--- config.mk ---
export PLATFORM = sky130hd
export DESIGN_NAME = tx_iq_fifo
export DESIGN_NICKNAME = d
export VERILOG_FILES = /design/src/rtl/tx_iq_fifo.sv
export SDC_FILE = /design/constraint.sdc
export NUM_CORES = 1
export LEC_CHECK = 0
export ABC_AREA = 0
export CAP_MARGIN = 40
export CELL_PAD_IN_SITES_DETAIL_PLACEMENT = 0
export CELL_PAD_IN_SITES_GLOBAL_PLACEMENT = 1
export CORE_UTILIZATION = 30
export DETAILED_ROUTE_END_ITERATION = 8
export GPL_TIMING_DRIVEN = 0
export PLACE_DENSITY_LB_ADDON = 0.1
export SETUP_SLACK_MARGIN = 0.15
export SLEW_MARGIN = 15
export SYNTH_ARGS = -nofsm -noshare
export SYNTH_HDL_FRONTEND = slang
export SYNTH_SLANG_ARGS = --single-unit
export TNS_END_PERCENT = 5
--- constraint.sdc ---
create_clock -name clk_in -period 4.4 [get_ports clk_in]
set_clock_uncertainty 0.2 [all_clocks]
set_input_delay 0.66 -clock clk_in [delete_from_list [all_inputs] [get_ports clk_in]]
set_output_delay 0.66 -clock clk_in [all_outputs]
set_load 0.005 [all_outputs]
--- src/rtl/tx_iq_fifo.sv ---
// tx_iq_fifo: elastic I/Q buffer from the bus interface to the TX interpolator,
// with prefill gating, round/saturate on read, and overflow/underflow status.
module tx_iq_fifo #(
    parameter int DEPTH   = 16,
    parameter int PREFILL = 8,
    parameter int SHIFT   = 16,
    parameter int OUT_W   = 16
) (
    input  logic                       clk_in,
    input  logic                       reset_n,
    input  logic                       tx,
    input  logic [31:0]                in_i,
    input  logic [31:0]                in_q,
    input  logic                       in_valid,
    input  logic                       sample_req,
    output logic signed [OUT_W-1:0]    out_i,
    output logic signed [OUT_W-1:0]    out_q,
    output logic                       out_valid,
    output logic [$clog2(DEPTH):0]     level,
    output logic                       overflow,
    output logic [15:0]                underflow_cnt,
    output logic                       running
);
    localparam int AW = $clog2(DEPTH);
    localparam int LW = AW + 1;
    localparam logic [LW-1:0] PRE  = LW'(PREFILL);
    localparam logic [LW-1:0] FULL = LW'(DEPTH);
    localparam logic signed [32:0] RND  = 33'sd1 <<< (SHIFT - 1);
    localparam logic signed [32:0] MAXV = (33'sd1 <<< (OUT_W - 1)) - 33'sd1;
    localparam logic signed [32:0] MINV = -(33'sd1 <<< (OUT_W - 1));

    typedef enum logic [1:0] {IDLE, PRIME, RUN} state_t;

    state_t          state, state_n;
    logic [63:0]     mem [DEPTH];
    logic [AW-1:0]   wr_ptr, rd_ptr;
    logic            in_valid_d, wr_edge, full, rd, wr, ovf_set, zero_req, uf;

    // Round half up, then clamp to the signed output range.
    function automatic logic signed [OUT_W-1:0] scale(input logic [31:0] x);
        logic signed [32:0] s;
        s = ($signed({x[31], x}) + RND) >>> SHIFT;
        return s > MAXV ? OUT_W'(MAXV) : s < MINV ? OUT_W'(MINV) : OUT_W'(s);
    endfunction

    assign wr_edge = in_valid & ~in_valid_d;
    assign full    = level == FULL;
    assign running = state == RUN;

    always_comb begin
        state_n  = state;
        rd       = 1'b0;
        zero_req = 1'b0;
        uf       = 1'b0;
        if (!tx)
            state_n = IDLE;
        else
            case (state)
                IDLE:  state_n = PRIME;
                PRIME: begin
                    zero_req = sample_req;
                    if (level >= PRE) state_n = RUN;
                end
                RUN: if (sample_req) begin
                    if (level != '0) rd = 1'b1;
                    else begin
                        uf       = 1'b1;
                        zero_req = 1'b1;
                        state_n  = PRIME;
                    end
                end
                default: state_n = IDLE;
            endcase
        wr      = tx && state != IDLE && wr_edge && (!full || rd);
        ovf_set = tx && state != IDLE && wr_edge && full && !rd;
    end

    always_ff @(posedge clk_in or negedge reset_n)
        if (!reset_n) state <= IDLE;
        else          state <= state_n;

    always_ff @(posedge clk_in)
        if (wr) mem[wr_ptr] <= {in_i, in_q};

    always_ff @(posedge clk_in or negedge reset_n) begin
        if (!reset_n) begin
            in_valid_d    <= 1'b0;
            wr_ptr        <= '0;
            rd_ptr        <= '0;
            level         <= '0;
            out_i         <= '0;
            out_q         <= '0;
            out_valid     <= 1'b0;
            overflow      <= 1'b0;
            underflow_cnt <= '0;
        end else begin
            in_valid_d <= in_valid;
            if (!tx) begin
                wr_ptr        <= '0;
                rd_ptr        <= '0;
                level         <= '0;
                out_i         <= '0;
                out_q         <= '0;
                out_valid     <= 1'b0;
                overflow      <= 1'b0;
                underflow_cnt <= '0;
            end else begin
                wr_ptr        <= wr_ptr + AW'(wr);
                rd_ptr        <= rd_ptr + AW'(rd);
                level         <= level + LW'(wr) - LW'(rd);
                out_valid     <= rd | zero_req;
                out_i         <= rd ? scale(mem[rd_ptr][63:32]) : zero_req ? '0 : out_i;
                out_q         <= rd ? scale(mem[rd_ptr][31:0]) : zero_req ? '0 : out_q;
                overflow      <= overflow | ovf_set;
                underflow_cnt <= (uf && underflow_cnt != 16'hFFFF) ? underflow_cnt + 16'd1 : underflow_cnt;
            end
        end
    end
endmodule

== Yosys cells after proc, flatten, opt, wreduce, memory -nomap -nowiden ==
Memory sizes are Yosys's and may differ from the RTL's.
Index checks and enable logic that the tools add are counted.

* Bits in registers: 66
* RAM bits: 1,024
* Input bits: 69
* Output and inout bits: 56
* Word-level logic and storage cells: 82
* Memories kept: 1

{| class="wikitable"
|+ Memory list
! name !! depth !! width !! rd ports !! clocked after memory_dff !! write ports !! line !! source
|-
| mem || 16 || 64 || 1 || 0 || 1 || 35 || <nowiki>logic [63:0] mem [DEPTH];</nowiki>
|}

* Add/subtract/negate cells: 7
* Order comparisons: 5
* Equal/unequal tests: 9
* Muxes and demuxes: 33
* Bitwise logic cells: 4
* Reductions and logical operators: 13

{| class="wikitable"
|+ Operators with widths
! cell !! number
|-
| $mux 16 || 11
|-
| $add 32x17->33 const B || 2
|-
| $gt 17x16->1 const B || 2
|-
| $lt 17x16->1 const B || 2
|-
| $add 16x1->16 const B || 1
|-
| $ne 16x16->1 const B || 1
|-
| $mux 1 || 13
|-
| $ne 3x3->1 const B || 3
|-
| $add 4x1->4 || 2
|-
| $mux 2 || 4
|-
| $mux 4 || 2
|-
| $logic_and 1x1->1 || 6
|-
| $pmux 2 s3 || 1
|-
| $add 5x1->5 || 1
|-
| $eq 5x5->1 const B || 1
|-
| $ge 5x4->1 const B || 1
|-
| $mux 5 || 1
|-
| $reduce_bool 5->1 || 1
|-
| $sub 5x1->5 || 1
|-
| $ne 3x1->1 const B || 1
|-
| $reduce_and 3->1 || 1
|-
| $eq 2x1->1 const B || 1
|-
| $eq 2x2->1 const B || 1
|-
| $logic_not 1->1 || 2
|-
| other kinds (8) || 9
|}

== Logic depth before layout (Yosys ltp) ==
Gate-level depths: netlist (run 1).

* Word-level depth: 10
* Depth in mapped cells: 17
* Gate-level depth less buffers: 17

== Least setup slack after synthesis (run 1) ==
OpenSTA, ideal clock, no wires.

* Kind: reg2reg
* Start point: reg level[2]
* End point: mem mem[0][15], enable pin
* Library setup time: 0.467 ns
* Arrival: 4.070 ns
* Data required time: 3.733 ns
* Slack: -0.338 ns
* Stages on the path, launching flop included: 10
* Buffers on the path: 0
* Period minus slack after synthesis: 4.738 ns
* Path through: dfrtp_1 -> inv_1 -> ha_1 -> nor4b_1 -> nor2b_1 -> nand3_1 -> nand4_1 -> nand3_1 -> or3_1 -> nor3_1

* Longest elaborated chain between the ends: 9
* Elaborated cells between the ends (all ways): 11
* Those cells by class: eq/ne: 1; mux: 6; reduce/logical: 4

{| class="wikitable"
|+ RTL lines
! element !! line !! source
|-
| start: declaration || 19 || <nowiki>output logic [$clog2(DEPTH):0] level,</nowiki>
|-
| start signal: assignment || 110 || <nowiki>level <= level + LW'(wr) - LW'(rd);</nowiki>
|-
| $reduce_bool 5->1 || 65 || <nowiki>if (level != '0) rd = 1'b1;</nowiki>
|-
| $mux 1 || 65 ||
|-
| $mux 1 || 64 || <nowiki>RUN: if (sample_req) begin</nowiki>
|-
| $mux 1 || 58 || <nowiki>case (state)</nowiki>
|-
| $mux 1 || 55 || <nowiki>if (!tx)</nowiki>
|-
| $logic_or 1x1->1 (*) || 74 || <nowiki>wr = tx && state != IDLE && wr_edge && (!full || rd);</nowiki>
|-
| $logic_and 1x1->1 (*) || 74 ||
|-
| $mux 1 (*) || 83 || <nowiki>if (wr) mem[wr_ptr] <= {in_i, in_q};</nowiki>
|-
| $mux 1 (implied by the code) (*) || 83 ||
|-
| end: declaration || 35 ||
|}

Every way passes the cells marked *; elsewhere a longest branch is shown, timed or not.

== Final worst setup path (run 1) ==
* Start point: reg rd_ptr[0]
* End point: reg out_i[11]

* Longest elaborated chain between the ends: 7
* Elaborated cells between the ends (all ways): 8
* Those cells by class: add/sub: 1; order compare: 2; mux: 4; memory: 1

{| class="wikitable"
|+ RTL lines
! element !! line !! source
|-
| start: declaration || 36 || <nowiki>logic [AW-1:0] wr_ptr, rd_ptr;</nowiki>
|-
| start signal: assignment || 109 || <nowiki>rd_ptr <= rd_ptr + AW'(rd);</nowiki>
|-
| $mem_v2 16x64 (*) || -- ||
|-
| $add 32x17->33 (*) || 42 || <nowiki>s = ($signed({x[31], x}) + RND) >>> SHIFT;</nowiki>
|-
| $lt 17x16->1 || 43 || <nowiki>return s > MAXV ? OUT_W'(MAXV) : s < MINV ? OUT_W'(MINV) : OUT_W'(s);</nowiki>
|-
| $mux 16 || 43 ||
|-
| $mux 16 (*) || 43 ||
|-
| $mux 16 (*) || 112 || <nowiki>out_i <= rd ? scale(mem[rd_ptr][63:32]) : zero_req ? '0 : out_i;</nowiki>
|-
| $mux 16 (*) || 98 || <nowiki>if (!tx) begin</nowiki>
|-
| end signal: assignment || 112 ||
|-
| end: declaration || 16 || <nowiki>output logic signed [OUT_W-1:0] out_i,</nowiki>
|}

Marks and branches as above.
A chain may end at the register's enable or synchronous reset.

==> summary.md, run 1 <==
| Metric | Value |
|---|---|
| Status | complete, no violations |
| Syn Nets | roughly 1400 |
| Pin count of the biggest net entering global routing | 47 |
| Routed Antenna Nets | 0 |
| Die span in y | 289 um |
| Top_reg_cell synth | edfxtp_1 |
| Final Hold Vio Count | 0 |
| Worst-Margin Slew | between 0.8 and 0.9 ns |
| GRT Total Usage | 17.5% |
| Ports | 125 |
| Ranking of synthesized cells by area | edfxtp_1 66%, mux4_2 7.2%, dfrtp_1 6.7% |
| CTS tree | yes |
| Share of cells above drive strength 1 | between 20% and 30% |
| Grt met1 use | around a quarter |
| Post-synth EDFFs | roughly 540 |
| Post-synthesis cell area | approximately 25000 um^2 |
| CP required | 4.70 ns |
| Clk buf depth | 3 |
| Clock period minus final worst setup slack | between 4 and 5 ns |
| PwrDens | around 420 nW/um^2 |
| Clock-pin slew on the worst setup and hold paths | about 0.06 ns |
| Yosys warning count | 0 |
| Mapped Cells | about 1300 |
| DRC | 0 |
| Max IR drop VDD | 0.000291 V |
| F_max | roughly 250 MHz |
| Period Utilization, post-route | between 90% and 100% |
| Maxcap violations | 0 |
| Hold WS | ~0.28 ns |
| Via count | around 13000 |
| Drt total wl | between 70000 and 80000 um |
| CTS buffer count | between 70 and 80 |
| Cell row count | ~100 |
| DIE AREA | around 83000 um^2 |
| Vias per cell | about 5 |
| Drt first pass iters | 5 |
| Avg Inst Size Synth | approximately 19 um^2 |
| Yosys reg bits | just over 600 |
| Slack of the critical path | ~0.33 ns |
| Port bufs | 94 |
| Die width | about 290 um |
| Slew margin rel. | 41.0% |
| FF-to-FF path depth | 14 |
| GRT overflow | 0 |
| H-tree levels | 3 |
| Initial antenna violation count | 4 |
| Async SR Flop Fraction | between 10% and 20% |
| Sequential fraction of the synthesis area | 73.0% |
| Nets | approximately 1600 |
| Crit-path max FO | 10 |
| Leak | 9.94 nW |
| Core ar. | between 80000 and 90000 um^2 |
| Met3 Use GR | about 2.5% |
| Synth cell count leaders | 544 x edfxtp_1, 79 x mux4_2, 66 x dfrtp_1, 62 x mux2i_1, 62 x nand2_1 |
| Vias in the first global route | roughly 13000 |
| Placer congestion estimate | between 0.7 and 0.8 |
| RSZ-0062 raised after global routing | true |
| CTS sink count | slightly above 600 |
| Skew-Pair Late Insertion Delay | ~0.61 ns |
| Netlist cell types | 61 |
| M2 GR Usage | 28.8% |
| DR WL/cell | approximately 27 um |
| Hold Path Class | reg2reg |
| Crit. End Element | flop |
| CP arrival | between 4 and 5 ns |
| GRT busiest layer | met2 |
| Antenna Cells | 0 |
| Crit path from | rd_ptr[0]$_DFF_PN0_ |
| Startpoint types | flop |
| Most frequent cell after synthesis | edfxtp_1 |
| Setup WS pre-CTS | -0.319 ns |
| Final Max Tran Viols | 0 |
| Initial core utilization | between 30% and 40% |
| Reg2reg end | out_i[11]$_DFFE_PN0P_ |
| Reg2Reg Setup Slack | 0.33 ns |
| Iteration-0 DRC Markers | ~1100 |
| Post-synth top area cell | edfxtp_1 |
| Final core occ | 37.6% |
| CP endpoint | out_i[11]$_DFFE_PN0P_ |
| Final setup violation count | 0 |
| Post-DP HPWL | around 50000 um |
| Critical path type | reg2reg |
| Area growth from synthesis to layout | 23.6% |
| First-pass GRT wire length | about 100000 um |
| Clock root cell | clkbuf_16 |
| Yosys top cell area share | 66.3% |
| Reg2reg start | rd_ptr[0]$_DFF_PN0_ |
stage by stage:
step           area [um^2]  setup TNS, ns  std cells  total power, W
2_1_floorplan        24700         -18.51       1296         0.00686
4_1_cts              30400              0       2645          0.0129
3_5_place_dp         28100          -4.87       2516         0.00720
6_report             30500              0       2648          0.0128
3_3_place_gp         26900       -1791.95       2450         0.00717
5_1_grt              30500              0       2648          0.0132
layer usage:
layer | vias up | wire [um] | part of all wire, %
met5 | - | 26 | 0.036
met4 | 4 | 1300 | 1.8
met3 | 85 | 2710 | 3.8
met2 | 254 | 34900 | 48
met1 | 6982 | 33200 | 46
li1 | 5783 | - | -
sequential cells by signal, indices dropped and copies added (netlist names):
register / count
rd_ptr: 4
out_i: 16
wr_ptr: 4
out_q: 16
in_valid_d: 1
overflow: 1
underflow_cnt: 16
out_valid: 1
state: 2
level: 5
mem: 544
how the worst min path moves through the flow:
stage / from / to / slack [ns] / cells past startpoint
finish: out_i[7]$_DFFE_PN0P_ / out_i[7]$_DFFE_PN0P_ / 0.28 / 2
global route: out_i[9]$_DFFE_PN0P_ / out_i[9]$_DFFE_PN0P_ / 0.32 / 2
floorplan: reset_n / in_valid_d$_DFF_PN0_ / 0.16 / 0
CTS: reset_n / out_valid$_DFF_PN0_ / 0.27 / 2
detailed placement: out_i[7]$_DFFE_PN0P_ / out_i[7]$_DFFE_PN0P_ / 0.27 / 2
global placement: out_i[1]$_DFFE_PN0P_ / out_i[1]$_DFFE_PN0P_ / 0.26 / 2
final cells by class:
type / instances / area, um^2
sequential: 610 / 18000
clock buffer: 93 / 1920
fill: 7414 / 50500
timing repair buffer: 167 / 2070
tap: 1060 / 1330
buffer: 63 / 483
inverter: 21 / 82.6
multi-input combinational: 602 / 6300
clock inverter: 32 / 303
cell usage in the layout, fill, tap and decap left out, types with 20 or more instances in the layout:
cell type        count
mux4_1              32
a221oi_1            28
dfrtp_1             66
mux2i_1             62
xor2_1              21
a22oi_1             29
nor2_1              45
inv_1               20
clkbuf_16           72
nand2_1             62
edfxtp_1           544
buf_4               29
xnor2_1             23
clkdlybuf4s50_1     93
clkbuf_1            40
mux4_2              79
report_power, final:
group	total, W	switching, W	internal (W)
clock	0.00569	0.00232	0.00337
combinational	0.000671	0.000392	0.000278
sequential	0.00640	0.0000379	0.00637
total	0.0128	0.00275	0.0100
worst max-delay path, cell delays in order, from the launching register on:
cell and delay [ns]:
dfrtp_1 0.36, buf_6 0.13, buf_12 0.15, buf_6 0.24
buf_6 0.25, mux4_2 0.53, a22oi_1 0.18, nand2_1 0.26
ha_1 0.27, clkbuf_1 0.24, inv_1 0.17, nand3_1 0.12
a2111oi_4 0.45, nand2_2 0.24, o211ai_1 0.15
what timing repair did:
item,in CTS,in global routing
buffers inserted,3,2
pin swaps,1,3
hold buffers,1,0
endpoints found under the hold margin,20,0
endpoints found under the setup margin,29,30
gates resized for setup,15,15
cells by family after synthesis:
family          synth area share, %
mux                            13.1
buf+inv                        2.19
simple gates                   4.18
compound gates                 4.89
fa+ha+maj                      1.05
xor+xnor                       1.56
flops                          73.0
Power figures use the tool's default switching activity.
==> run 2: changes to the inputs <==
--- a/config.mk
+++ b/config.mk
@@ -9,7 +9,7 @@
 export CAP_MARGIN = 40
 export CELL_PAD_IN_SITES_DETAIL_PLACEMENT = 0
 export CELL_PAD_IN_SITES_GLOBAL_PLACEMENT = 1
-export CORE_UTILIZATION = 30
+export CORE_UTILIZATION = 45
 export DETAILED_ROUTE_END_ITERATION = 8
 export GPL_TIMING_DRIVEN = 0
 export PLACE_DENSITY_LB_ADDON = 0.1
==> run 2 against run 1 <==
Combinational power down 1%. Non-clock buffer count down 12. Wire length down 11%. Final cell count fell by 15%. Critical path depth is 1 higher. Count of clock-buffer cells in the layout down 17. Sequential cell count did not move. Via count up 0.38%. Critical path type unchanged.
==> summary.md, run 2 (same netlist as run 1, synthesis figures left out) <==
| Metric | Value |
|---|---|
| Hold Path Stages | 2 |
| Slew margin rel. | between 30% and 40% |
| CP required | 4.76 ns |
| Psw | between 0.002 and 0.003 W |
| GRT overflow | 0 |
| Max IR drop VDD | roughly 0.00033 V |
| Gate power share | between 5 and 6% |
| Routed Antenna Nets | 0 |
| Reg2Reg Setup Slack | about 0.26 ns |
| DIE AREA | 55700 um^2 |
| Largest Register | mem |
| GRT Total Usage | 23.6% |
| Final setup violation count | 0 |
| Port bufs | 94 |
| Filler cell count | 4195 |
| Hold endpoint | out_i[3]$_DFFE_PN0P_ |
| Pin count of the biggest net entering global routing | 37 |
| PwrDens | 417 nW/um^2 |
| Clock period minus final worst setup slack | ~4.1 ns |
| Maxcap violations | 0 |
| Switching fraction of total power | around 21% |
| Reg2reg end | out_i[3]$_DFFE_PN0P_ |
| Post-DP HPWL | between 40000 and 50000 um |
| CTS tree | yes |
| Antenna Cells | 0 |
| Hold Startpoint | out_i[3]$_DFFE_PN0P_ |
| DRC | 0 |
| Reg2reg start | rd_ptr[0]$_DFF_PN0_ |
| CP max-delay cell | mux4_2 |
| Final Hold Vio Count | 0 |
| Core ar. | 53900 um^2 |
| H-tree levels | 2 |
| Drt first pass iters | 5 |
| Vias per cell | 5.81 |
| Hold Path Class | reg2reg |
| Placer congestion estimate | 0.835 |
| Crit. End Element | flop |
| Reg power frac | roughly half |
| Worst-Margin Slew | 0.974 ns |
| First-pass GRT wire length | about 93000 um |
| Final core occ | between 50% and 60% |
| Initial antenna violation count | 0 |
| Clk buf depth | 3 |
| Nets | about 1600 |
| Initial core utilization | a little under half |
| Drt total wl | about 65000 um |
| RSZ-0062 raised after global routing | true |
| CP arrival | around 4.5 ns |
| F_max | roughly 240 MHz |
| Iteration-0 DRC Markers | between 1000 and 1500 |
| CP peak stage delay | ~0.54 ns |
| Startpoint types | flop |
| Skew-Pair Late Insertion Delay | approximately 0.64 ns |
| Clock root cell | clkbuf_16 |
| Status | complete, no violations |
| Die span in y | about 240 um |
| DR WL/cell | 28.5 um |
| Max FFs per register | between 500 and 600 |
| CTS sink count | 610 |
| Final Max Tran Viols | 0 |
| CTS buffer count | approximately 60 |
| Clock-pin slew on the worst setup and hold paths | about 0.06 ns |
| Via count | 13200 |
| Share of cells above drive strength 1 | a little under a fifth |
| Cell internal pwr | roughly 0.0097 W |
| Critical path type | reg2reg |
| CP Cell Sequence | buf_6 > buf_12 > buf_6 > buf_4 > mux4_2 > a22oi_1 > nand2_1 > ha_1 > clkbuf_1 > inv_1 > nand3_1 > a2111oi_4 > buf_4 > o21ai_1 > nand2_1 |
| Leak | 9.71 nW |
| Cell row count | between 80 and 90 |
| Vias in the first global route | between 10000 and 15000 |
| Period Utilization, post-route | between 90% and 100% |
| Clock share of power | between 40% and 50% |
| FF-to-FF path depth | 15 |
| Area growth from synthesis to layout | 20.1% |
| Commonest non-fill, non-tap cell in the layout | edfxtp_1 |
| Setup WS pre-CTS | -0.180 ns |
| Ports | ~130 |
| Die width | between 200 and 250 um |
| Most frequent cells in the layout | 544 x edfxtp_1, 93 x clkdlybuf4s50_1, 79 x mux4_2 |
| Crit-path max FO | 10 |
| Slack of the critical path | ~0.26 ns |
==> run 2: cell types whose count changed in the layout (fill, tap and decap cells not counted), moves of 3 or more <==
cell	before	now
clkinv_1	8	15
a221oi_2	6	3
buf_12	17	25
a221oi_1	28	31
clkbuf_1	40	36
buf_4	29	21
clkbuf_16	72	62
buf_16	19	9
==> run 2: routing by layer <==
| layer | GRT usage [%] | share of wire (%) |
|---|---|---|
| met5 | 0 | 0 |
| met4 | 6.54 | 2.3 |
| met3 | 4.03 | 5.7 |
| met2 | 38.1 | 48 |
| met1 | 33.4 | 44 |
==> run 2: stage by stage <==
step | setup TNS, ns | total power, W | instances | cell area (um^2) | hold WS (ns)
after floorplan | -18.51 | 0.00686 | 1296 | 24700 | 0.164
after global placement | -1554.78 | 0.00715 | 2086 | 26500 | 0.264
after detailed placement | -2.81 | 0.00718 | 2141 | 27500 | 0.263
after CTS | 0 | 0.0124 | 2259 | 29500 | 0.277
after global routing | 0 | 0.0127 | 2263 | 29600 | 0.303
final | 0 | 0.0123 | 2263 | 29600 | 0.272
==> run 2: what timing repair did <==
item,4_1_cts,5_1_grt
gates cloned,0,0
setup buffers,1,4
gates resized for setup,7,7
hold endpoints to repair,30,0
hold buffers,1,0
pin swaps,1,1
endpoints found under the setup margin,29,29
==> run 2: how the worst max path moves through the flow <==
stage                                   start                     to  slack (ns)  depth (start not counted)
after floorplan            level[2]$_DFF_PN0_   mem[3][15]$_DFFE_PP_       -0.20                         10
after global placement                     tx   mem[1][59]$_DFFE_PP_       -4.55                          7
after detailed placement  rd_ptr[1]$_DFF_PN0_  out_i[10]$_DFFE_PN0P_       -0.18                         12
after CTS                 rd_ptr[2]$_DFF_PN0_  out_q[11]$_DFFE_PN0P_        0.11                         12
after global routing      rd_ptr[3]$_DFF_PN0_   out_q[4]$_DFFE_PN0P_        0.03                         11
final                     rd_ptr[0]$_DFF_PN0_   out_i[3]$_DFFE_PN0P_        0.26                         15
==> run 2: cell type report <==
class	instances	area, um^2	share of cell area (%)
Multi-Input combinational cell	602	6260	21.2
Clock buffer	76	1630	5.52
Clock inverter	40	398	1.34
Timing Repair Buffer	155	1880	6.37
Tap cell	696	871	2.94
Buffer	63	478	1.62
Inverter	21	78.8	0.266
Sequential cell	610	18000	60.8
==> run 2: power by group through the flow <==
stage / clock network, W / logic [W] / registers, W
floorplan: 0 / 0.000346 / 0.00651
global placement: 0 / 0.000630 / 0.00652
detailed placement: 0 / 0.000656 / 0.00652
CTS: 0.00536 / 0.000661 / 0.00640
global route: 0.00557 / 0.000726 / 0.00640
finish: 0.00527 / 0.000661 / 0.00640
==> run 2: worst max-delay path: cells and delay by family, from the launching register on <==
family	cells	cell delay, ns
mux	1	0.54
simple gates	3	0.50
compound gates	3	0.68
flops	1	0.38
fa+ha+maj	1	0.30
buf+inv	7	1.41
